===== config.mk =====
export PLATFORM = sky130hd
export DESIGN_NAME = dff_bank_arbiter
export DESIGN_NICKNAME = d
export VERILOG_FILES = /design/src/rtl/dff_bank_arbiter.sv
export SDC_FILE = /design/constraint.sdc
export NUM_CORES = 1
export LEC_CHECK = 0
export ABC_AREA = 1
export CORE_MARGIN = 2
export CORE_UTILIZATION = 40
export CTS_CLUSTER_DIAMETER = 50
export DETAILED_ROUTE_END_ITERATION = 16
export GPL_ROUTABILITY_DRIVEN = 0
export PLACE_DENSITY = 0.77
export REMOVE_ABC_BUFFERS = 1
export SYNTH_ARGS = -nofsm -noshare
export SYNTH_HDL_FRONTEND = slang
export SYNTH_SLANG_ARGS = --single-unit

===== constraint.sdc =====
create_clock -name clk -period 3.8 [get_ports clk]
set_input_delay 0.95 -clock clk [delete_from_list [all_inputs] [get_ports clk]]
set_output_delay 0.95 -clock clk [all_outputs]
set_load 0.01 [all_outputs]

===== src/rtl/dff_bank_arbiter.sv =====
// Round-robin arbiter sharing one WIDTH-bit register among NUM_REQ requesters; optional bursts via DFF_ARB_BURST_EN.
// Latency: req -> gnt 1 cycle, gnt -> q/q_valid 1 cycle; single-write grants leave one idle cycle between grants.
// Backpressure: requesters hold req until served; dropping req while granted abandons the grant with no write.
module dff_bank_arbiter #(
    parameter int NUM_REQ   = 4,
    parameter int WIDTH     = 8,
    parameter int BURST_LEN = 4
) (
    input  logic                       clk,
    input  logic                       reset,
    input  logic [NUM_REQ-1:0]         req,
    input  logic [NUM_REQ*WIDTH-1:0]   wdata,
    output logic [NUM_REQ-1:0]         gnt,
    output logic [WIDTH-1:0]           q,
    output logic                       q_valid,
    output logic [$clog2(NUM_REQ)-1:0] q_owner
);

    localparam int IW = $clog2(NUM_REQ);
`ifdef DFF_ARB_BURST_EN
    localparam int BURST_MAX = BURST_LEN;
`else
    localparam int BURST_MAX = 1;
`endif
    localparam int CW = $clog2(BURST_MAX + 1);

    typedef enum logic {IDLE, GRANT} state_t;

    state_t              state, state_nxt;
    logic [IW-1:0]       ptr, ptr_nxt;
    logic [IW-1:0]       win, win_nxt;
    logic [IW-1:0]       sel;
    logic                sel_vld;
    logic [IW-1:0]       owner_nxt;
    logic [CW-1:0]       cnt, cnt_nxt;
    logic [NUM_REQ-1:0]  gnt_nxt;
    logic [WIDTH-1:0]    q_nxt;
    logic                q_valid_nxt;
    logic [WIDTH-1:0]    win_dat;
    logic [IW-1:0]       win_inc;
    logic                xfer;
    logic                hold;

    // Rotating search starting at the pointer: first pending request wins.
    always_comb begin
        int idx;
        idx     = 0;
        sel     = '0;
        sel_vld = 1'b0;
        for (int i = 0; i < NUM_REQ; i++) begin
            idx = int'(ptr) + i;
            if (idx >= NUM_REQ) idx = idx - NUM_REQ;
            if (!sel_vld && req[idx]) begin
                sel_vld = 1'b1;
                sel     = IW'(idx);
            end
        end
    end

    assign win_dat = wdata[int'(win)*WIDTH +: WIDTH];
    assign win_inc = (win == IW'(NUM_REQ - 1)) ? '0 : win + IW'(1);
    assign xfer    = (state == GRANT) && req[win];
    // With bursts disabled BURST_MAX is 1, so a grant is always released after one write.
    assign hold    = xfer && ((int'(cnt) + 1) < BURST_MAX);

    always_ff @(posedge clk or posedge reset) begin
        if (reset) begin
            state   <= IDLE;
            gnt     <= '0;
            q       <= '0;
            q_valid <= 1'b0;
            q_owner <= '0;
            ptr     <= '0;
            win     <= '0;
            cnt     <= '0;
        end else begin
            state   <= state_nxt;
            gnt     <= gnt_nxt;
            q       <= q_nxt;
            q_valid <= q_valid_nxt;
            q_owner <= owner_nxt;
            ptr     <= ptr_nxt;
            win     <= win_nxt;
            cnt     <= cnt_nxt;
        end
    end

    always_comb begin
        state_nxt = state;
        case (state)
            IDLE:    if (sel_vld) state_nxt = GRANT;
            GRANT:   if (!hold)   state_nxt = IDLE;
            default: state_nxt = IDLE;
        endcase
    end

    always_comb begin
        gnt_nxt     = gnt;
        q_nxt       = q;
        q_valid_nxt = 1'b0;
        owner_nxt   = q_owner;
        ptr_nxt     = ptr;
        win_nxt     = win;
        cnt_nxt     = cnt;
        case (state)
            IDLE: begin
                gnt_nxt = '0;
                cnt_nxt = '0;
                if (sel_vld) begin
                    gnt_nxt      = '0;
                    gnt_nxt[sel] = 1'b1;
                    win_nxt      = sel;
                end
            end
            GRANT: begin
                if (xfer) begin
                    q_nxt       = win_dat;
                    owner_nxt   = win;
                    q_valid_nxt = 1'b1;
                end
                if (hold) begin
                    cnt_nxt = cnt + CW'(1);
                end else begin
                    gnt_nxt = '0;
                    cnt_nxt = '0;
                    ptr_nxt = win_inc;
                end
            end
            default: begin
                gnt_nxt = '0;
                cnt_nxt = '0;
            end
        endcase
    end

    a_gnt_onehot: assert property (@(posedge clk) disable iff (reset) $onehot0(gnt));
    a_gnt_state:  assert property (@(posedge clk) disable iff (reset) (|gnt) |-> (state == GRANT));

endmodule


==> metrics.md <==
| Metric | Value |
|---|---|
| Status | `finished clean` |
| CP max stage delay | `470 ps` |
| Synth area leaders | `dfrtp_1 39%, nand2_1 17%, o21ai_0 7.1%` |
| RSZ-0062 raised after global routing | `false` |
| IO buf count | `52` |
| Clk_skew | `1.28 ps` |
| Post-DP HPWL | `2.48 mm` |
| Post-DRT Antenna Nets | `0` |
| Leading area contributor after synthesis | `dfrtp_1` |
| Dpl ws | `1320 ps` |
| CP endpoint kind | `flop` |
| Final min period | `2200 ps` |
| Syn Area/Cell | `6.97 sq um` |
| Hold_buf cts | `0` |
| Sequential fraction of the synthesis area | `39.3%` |
| Unique masters post-synth | `23` |
| Final std cells w/o fill | `277` |
| DRC | `0` |
| Die Width | `60.5 microns` |
| Die area | `0.00365 sq mm` |
| Pwr Density | `802 mW/mm^2` |
| First-pass GRT wire length | `5.71 mm` |
| Worst-path clk slew | `110 ps` |
| Design Area, Final | `0.00187 sq mm` |
| Critical path class | `in2reg` |
| GRT overflow | `0` |
| Core area | `0.00305 sq mm` |
| CP Launch Type | `primary input` |
| Max VDD drop | `0.402 mV` |
| # fillers | `297` |
| Gate Count Post-Synth | `183` |
| Worst-Skew Late Latency | `300 ps` |
| Starting Density | `41.8%` |
| Clock buffer depth | `2` |
| I/O pin cnt | `53` |
| Mapped Area | `0.00127 sq mm` |
| Htree depth | `1` |
| Final hold viol count | `0` |
| Cell family with most CP delay | `buffers and inverters` |
| Via density | `4.84` |
| Min-Delay Path Class | `reg2reg` |
| Die Y | `60.5 microns` |
| Synth warn | `0` |
| Final period util | `57.8%` |
| Total Routing Usage GR | `20.8%` |
| Total CTS buffers | `3` |
| Drt pass-1 iters | `4` |
| LEAKAGE | `0.000897 uW` |
| Final setup viols | `0` |
| Slowest cell on crit path | `clkdlybuf4s50_1` |
| CTS tree | `done` |
| Dpl cell area | `0.00182 sq mm` |
| Layout cells sized above 1 | `12.9%` |
| Final worst slack | `1600 ps` |
| Drt initial violations | `52` |
| CTS sink count | `20` |
| Sum of negative setup slack | `0 ps` |
| Vias in the first global route | `1267` |
| Cells after DPL | `273` |
| Crit path cell chain | `clkdlybuf4s50_1, inv_1, a21oi_1, o21ai_0, nand2_1, nand2_1, inv_2, nand2_1, nand2_1` |
| Worst slew pin tran | `718 ps` |
| Number of diodes | `0` |
| Row cnt | `20` |
| Avg WL per Cell | `12.0 microns` |
| Layout area overhead | `46.5%` |
| Vias post-DR | `1340` |
| Fmax | `455 MHz` |
| Crit path DAT | `2450 ps` |
| Largest net degree at the start of global routing | `21` |
| CP Buf/Inv Count | `3` |
| Post-synth top area share | `39.3%` |
| Worst rel slew slack | `52.1%` |
| FF+latch count, synth | `20` |
| Post-CTS setup repair buffer count | `0` |
| Fin nets | `273` |
| Final WL | `3.33 mm` |
| Worst endpoint required time | `4050 ps` |
| Worst-path fanout max | `13` |
| Post-CTS sizing | `0` |
| Fin. max-slew vios | `0` |
| Initial antenna violation count | `0` |
| Clk Tree Root Cell | `clkbuf_4` |
| Max-cap violations | `0` |
| Crit path top cell by count | `nand2_1` |
==> final timing paths <==
path	to	slack, ps	cells past startpoint	start
worst max register to register	q[7]	1840	8	win[1]
max in group asynchronous	q[0]	2290	2	reset
min in group asynchronous	win[0]	1060	2	reset
worst max-delay path	q[7]	1600	9	req[1]
worst min register to register	q[5]	490	2	q[5]
worst min-delay path	q[5]	490	2	q[5]
==> sequential cells by signal (all words and copies together), names as in the netlist <==
name / flops
q: 8
gnt: 4
ptr: 2
q_owner: 2
win: 2
q_valid: 1
state: 1
==> per-stage QoR <==
| stage | power [uW] | util [%] | hold WS, ps |
|---|---|---|---|
| 3_3_place_gp | 1300 | 59.5 | 463 |
| 3_5_place_dp | 1330 | 59.5 | 465 |
| 6_report | 1500 | 61.2 | 492 |
| 5_1_grt | 1640 | 61.2 | 518 |
| 4_1_cts | 1500 | 61.2 | 493 |
| 2_1_floorplan | 999 | - | 516 |
==> cells in the final DEF, fill, tap and decap left out, types with 4 or more instances in the layout <==
| master | instances |
|---|---|
| dfrtp_1 | 20 |
| inv_1 | 11 |
| nand2_1 | 57 |
| o21ai_0 | 18 |
| o22ai_1 | 9 |
| nor2_1 | 22 |
| clkdlybuf4s50_1 | 52 |
| nand3_1 | 7 |
| inv_2 | 4 |
| nand2_2 | 14 |
==> tightest hold or removal path: stages, from the launching register on <==
cell and delay (ps):
dfrtp_1 360, nand2_1 50, nand2_1 50
==> layer usage <==
metal / vias up / wire length, microns / GRT usage [%] / part of all wire [%]
met3: 6 / 90 / 1.92 / 2.7
met1: 617 / 1630 / 28.3 / 49
met2: 33 / 1550 / 34.8 / 47
met4: 0 / 54 / 7.45 / 1.6
met5: - / 0 / 0 / 0
li1: 684 / - / - / -
==> area by class of cell <==
type / count / area [sq um] / area share (%)
well taps: 44 / 55.1 / 2.95
clock buffers: 3 / 22.5 / 1.21
repair buffers: 53 / 528 / 28.3
inverters: 17 / 73.8 / 3.95
multi-input cells: 139 / 658 / 35.2
flip-flops and latches: 20 / 500 / 26.8
clock inverters: 1 / 30.0 / 1.61
==> cells by family (layout without fill, tap and decap cells) <==
group,Yosys count,count (layout),share of synthesized area [%]
and+or+nand+nor,105,105,36.7
DFF,20,20,39.3
AOI/OAI and AO/OA,33,33,13.9
adders and majority gates,1,1,0.981
buffers and inverters,24,74,9.13
==> power by group <==
part | switching [uW] | internal, uW | leakage [uW]
sequential | 95.1 | 309 | 0.000252
combinational | 544 | 377 | 0.000617
clock | 66.6 | 107 | 0.0000279
total | 706 | 792 | 0.000897
==> cell usage after synthesis <==
cell,count
o21ai_1,3
o21ai_0,18
nand2_2,14
o22ai_1,9
nor2_1,22
nand3_2,2
nand3_1,7
inv_8,1
buf_6,1
a21oi_1,2
inv_1,11
ha_1,1
buf_2,4
clkbuf_1,1
nor2_4,1
inv_4,1
nor2_2,1
nand2_4,1
inv_2,4
dfrtp_1,20
buf_4,1
nand2_1,57
a31oi_1,1
Power figures use the tool's default switching activity.
